[src/rtl/mem_modport.sv]
// Single-port synchronous memory slave behind a valid/ready handshake.
// Every word is held in its own register so that reset can clear the whole
// array in one edge. Reads come back registered on rdata_o one cycle after
// the request is accepted. The slave never back-pressures once it is out of reset.
module mem_modport #(
   parameter int WIDTH      = 16,
   parameter int ADDR_WIDTH = 5
) (
   input  logic                  clk_i,
   input  logic                  rst_i,
   input  logic [ADDR_WIDTH-1:0] addr_i,
   input  logic                  wr_rd_i,
   input  logic [WIDTH-1:0]      wdata_i,
   output logic [WIDTH-1:0]      rdata_o,
   input  logic                  valid_i,
   output logic                  ready_o
);

   localparam int DEPTH = 2 ** ADDR_WIDTH;

   // ST_RESET covers the reset edges and the first cycle after them;
   // ST_READY is held until the next reset.
   typedef enum logic [0:0] {
      ST_RESET = 1'b0,
      ST_READY = 1'b1
   } state_t;

   state_t            state_reg;
   state_t            state_next;
   logic              wr_en;
   logic              rd_en;
   logic [WIDTH-1:0]  rdata_reg;
   logic [WIDTH-1:0]  word_bus [DEPTH];

   // Handshake state register; reset forces the not-ready state
   always_ff @(posedge clk_i) begin
      if (rst_i) begin
         state_reg <= ST_RESET;
      end else begin
         state_reg <= state_next;
      end
   end

   // Next-state logic: leave reset on the first clean edge, then stay ready
   always_comb begin
      state_next = state_reg;
      case (state_reg)
         ST_RESET: state_next = ST_READY;
         ST_READY: state_next = ST_READY;
         default:  state_next = ST_RESET;
      endcase
   end

   // ready_o is decoded purely from the state flop, so no input reaches it
   assign ready_o = (state_reg == ST_READY);

   // Accept decode: one request per cycle, wr_rd_i picks write or read
   always_comb begin
      wr_en = 1'b0;
      rd_en = 1'b0;
      if (valid_i && ready_o) begin
         wr_en = wr_rd_i;
         rd_en = !wr_rd_i;
      end
   end

   // One register per word so the entire array can be cleared by reset
   generate
      for (genvar gi = 0; gi < DEPTH; gi++) begin : g_word
         logic [WIDTH-1:0] word_reg;
         logic             word_sel;

         assign word_sel = wr_en && (addr_i == ADDR_WIDTH'(gi));

         // Store incoming data when this word is the write target
         always_ff @(posedge clk_i) begin
            if (rst_i) begin
               word_reg <= '0;
            end else if (word_sel) begin
               word_reg <= wdata_i;
            end
         end

         assign word_bus[gi] = word_reg;
      end
   endgenerate

   // Registered read port; holds its value between accepted reads
   always_ff @(posedge clk_i) begin
      if (rst_i) begin
         rdata_reg <= '0;
      end else if (rd_en) begin
         rdata_reg <= word_bus[addr_i];
      end
   end

   assign rdata_o = rdata_reg;

endmodule

[config.mk]
export PLATFORM = sky130hd
export DESIGN_NAME = mem_modport
export DESIGN_NICKNAME = d
export VERILOG_FILES = /design/src/rtl/mem_modport.sv
export SDC_FILE = /design/constraint.sdc
export NUM_CORES = 1
export LEC_CHECK = 0
export BUFFER_PORTS_ARGS = -buffer_cell sky130_fd_sc_hd__buf_2
export CAP_MARGIN = 15
export CORE_ASPECT_RATIO = 0.7
export CORE_MARGIN = 2
export CORE_UTILIZATION = 56
export DETAILED_ROUTE_END_ITERATION = 8
export PLACE_DENSITY = 0.75
export SYNTH_ARGS = -nofsm -noshare
export SYNTH_HDL_FRONTEND = slang
export SYNTH_SLANG_ARGS = --single-unit
[constraint.sdc]
create_clock -name clk_i -period 2.1 [get_ports clk_i]
set_clock_uncertainty 0.1 [all_clocks]
set_input_delay 0.21 -clock clk_i [delete_from_list [all_inputs] [get_ports clk_i]]
set_output_delay 0.21 -clock clk_i [all_outputs]
set_load 0.005 [all_outputs]
# Word-level counts from Yosys, hierarchy flattened
# Index checks and enable logic that the tools add are counted.
# word_totals
reg_bits	529
input_bits	25
out_inout_bits	17
wordCells	108
# classes
n_lt_le_gt_ge	1
n_eq_ne	31
mux	6
bitwise	1
n_reduce_logical	35
# ops
op	n
$bmux 16 s5	1
$eq 5x5->1 const B	16
$eq 5x4->1 const B	8
$logic_and 1x1->1	33
$mux 16	2
$eq 5x3->1 const B	4
$eq 5x2->1 const B	2
$ge 6x6->1 const B	1
$not 5->6	1
$eq 5x1->1 const B	1
$logic_not 5->1	1
$mux 1	3
$logic_not 1->1	1

# Depth between registers and ports, before layout
# logic_depth
depth_word	4
depth_mapped	9
ltp_nobuf	4

# Worst setup path before layout
# No wires, ideal clock.
# synth_timing
path_kind	input-to-reg
from	in addr_i[2]
to	reg rdata_reg[10], in the netlist rdata_o[10]
setup_ns	0.140
arrival_ns	1.798
required_time_ns	1.860
slack_ns	0.062
stages	7
cell_sequence	buf_2 -> buf_4 -> buf_2 -> mux4_2 -> mux2_2 -> a2111oi_0 -> a2111oi_1
# synth_between
elab_chain_len	4
# synth_lines
item	line	source
start, declared	11	input logic [ADDR_WIDTH-1:0] addr_i,
$not 5->6 (implied by the code)	93	rdata_reg <= word_bus[addr_i];
$bmux 16 s5	93	
$mux 16 (implied by the code) (2 in series)	93	
end signal, assigned	93	
end, declared	32	logic [WIDTH-1:0] rdata_reg;
# No other way between the ends. The select of a mux whose other input is x is not followed.
# A chain may end at the register's enable or synchronous reset.

# Worst setup path after layout
# layout_timing
from	reg g_word[7].word_reg[12]
to	reg rdata_reg[12], in the netlist rdata_o[12]
# layout_between
elab_chain_len	3
# layout_lines
item	line	source
start, declared	70	logic [WIDTH-1:0] word_reg;
start signal, assigned	80	word_reg <= wdata_i;
$bmux 16 s5	93	
$mux 16 (implied by the code) (2 in series)	93	
# No other way between the ends. The select of a mux whose other input is x is not followed.

==> impl_metrics.ini <==
[status]
status = completed

[clock_network]
numCtsBuffers = 48
insertion_delay_ns = 0.57
ctsHoldBuffers = 0
cts-root-buf = clkbuf_16
clk_pin_slew_worst_paths_ns = 0.07
htreeDepth = 2
cts_setup_buffers = 0
cts_buffer_depth = 3
numClockSinks = 529
cts_tree = built

[final_layout]
largest_reg_flops = 512
diodes = 0
multiInputGateArea_um2 = 11600
instances_no_fill = 2973
fillCellCount = 3125
syn2layout_area_growth_pct = 13.9
area.sequential_um2 = 10600
drive_gt1_frac = 0.169
final_nets = 2417
final_util = 0.646

[synth]
synth_compound_area_frac = 0.0613
syn-num-nets = 2375
synth_cells = 2350
synth_area_leaders = dfxtp_1 45%, mux2i_1 22%, nor2_1 6.5%
synth_fa_ha_area_frac = 0
synth_cell_type_count = 39
synth_enable_flop_cells = 0
yosys.area.top_type_share = 0.455
synth_simple_gate_area_frac = 0.145
synthMuxAreaShare = 0.290
synthArstFlopShare = 0
synth_most_common_cell = dfxtp_1
ys_ff_latch = 529
ys_seq_area_frac = 0.455
syn_area_per_cell_um2 = 9.91
syn_area_um2 = 23300
synth_xor_area_frac = 0
synth_flop_cell = dfxtp_1
yosysTopAreaCell = dfxtp_1
yosysWarnings = 0
synth_commonest_cells = 529 x dfxtp_1, 510 x mux2i_1, 401 x nor2_1
synth_top_family_by_area = multiplexers

[sta]
slew_viol_final = 0
rsz0062_at_grt = false
setup_slack_ns = 0.0920
setup_viol = 0
fin_setup_tns_ns = 0
period_share = 0.956
slew_headroom = 0.496
hold_viol = 0
final.min_clock_period_ns = 2.01
max_freq_ghz = 0.498
tightest_slew_ns = 0.756

[min_path]
min-delay-start = rst_i
hp-class = input port to register

[setup_path]
cpLargestDelayFamily = multiplexers
slowest_stage = mux4_2
cpPeakStageDelay_ns = 0.47
critPathKind = register to register
critPathRequiredTime_ns = 2.44
crit_path_max_fanout = 2
critPathCaptureType = register
startpoint_type = register
crit_start = g_word[7].word_reg[12]
r2r-start = g_word[7].word_reg[12]
cp.arrival_ns = 2.35
cp_num_buf_inv = 1
crit_chain = mux4_2 > mux2_2 > a2111oi_0 > buf_4 > a2111oi_1

[floorplanning]
dieHeight_um = 175
core_um2 = 41000
dieWidth_um = 248
io_pins = 42
start_util = 0.567
rows = 62
dieArea_um2 = 43200

[global_routing]
grt_pass1_wl_mm = 99.9
track_usage = 0.298
antenna_found_initial = 0
grt_overflow = 0
grt_pass1_vias = 17500
grt_max_degree = 88

[pwr]
ir_drop_mv = 0.673
pwr_density_cell_nw_per_um2 = 754
p_leak_uw = 0.00931

[placed_design]
io_buffers = 41
dp_hpwl_mm = 42.3
dp_cells = 2886
place_ws_ns = -0.477
gp_congestion = 0.885

[job]
cap_violations = 0

[drt]
num_vias = 17800
drc = 0
wl_mm = 64.4
firstDrtPassIters = 5
ant_nets = 0
via_per_inst = 5.99
avgRoutedWirePerCell_um = 21.7
drt_iter0_markers = 1675
-- cells by family (layout without fill, tap and decap cells) --
family          Yosys count  in the layout
simple gates            765            765
flops                   529            529
buf+inv                 226            305
mux                     591            591
compound gates          239            239
-- metal layers --
metal,part of all wire,global-route usage,up-vias
met1,0.45,0.432,8707
met4,0.027,0.0976,0
met5,0,0,-
met2,0.44,0.450,744
met3,0.086,0.0521,124
li1,-,-,8231
-- path summary, 6_finish.rpt --
check / to / slack, ns / cells past startpoint
hold / removal: g_word[7].word_reg[14] / 0.006 / 2
setup reg to reg: rdata_o[12] / 0.09 / 5
hold reg to reg: g_word[11].word_reg[7] / 0.35 / 2
setup / recovery: rdata_o[12] / 0.09 / 5
-- cell usage in the layout, fill, tap and decap left out, types with 17 or more instances in the layout --
cell type | netlist | routed
buf_2 | 18 | 37
nor2_1 | 401 | 401
a21oi_1 | 140 | 140
and3_1 | 17 | 17
dfxtp_1 | 529 | 529
clkbuf_16 | 0 | 49
mux2i_1 | 510 | 510
buf_4 | 46 | 131
buf_12 | 0 | 46
nand2_1 | 269 | 269
o22ai_1 | 46 | 46
mux4_2 | 65 | 65
a2111oi_0 | 27 | 23
nor3_4 | 24 | 24
-- timing repair --
item	CTS	global route
setup endpoints to repair	2	5
gates resized for setup	2	6
gates cloned	0	0
pin swaps	0	0
-- per-stage QoR --
stage | hold slack (ns) | power [µW] | cell area (µm²)
2_1_floorplan | 0.257 | 11100 | 23300
3_3_place_gp | 0.339 | 11500 | 25000
3_5_place_dp | 0.346 | 11500 | 25000
4_1_cts | 0.0100 | 20100 | 26500
5_1_grt | 0.0294 | 20600 | 26500
6_report | 0.00633 | 20000 | 26500
-- final cells by class --
type | count | share of cell area
clock inverters | 20 | 0.00698
flip-flops and latches | 529 | 0.399
well taps | 544 | 0.0257
repair buffers | 216 | 0.0799
inverters | 2 | 0.000283
clock buffers | 67 | 0.0511
multi-input cells | 1595 | 0.437
-- power by group --
group          internal, µW  total [µW]  switching (µW)
clock                  4880        8700            3820
sequential            10100       10100            29.7
combinational           395        1190             798
total                 15300       20000            4650
No activity file was read; power rests on OpenSTA's default activity.
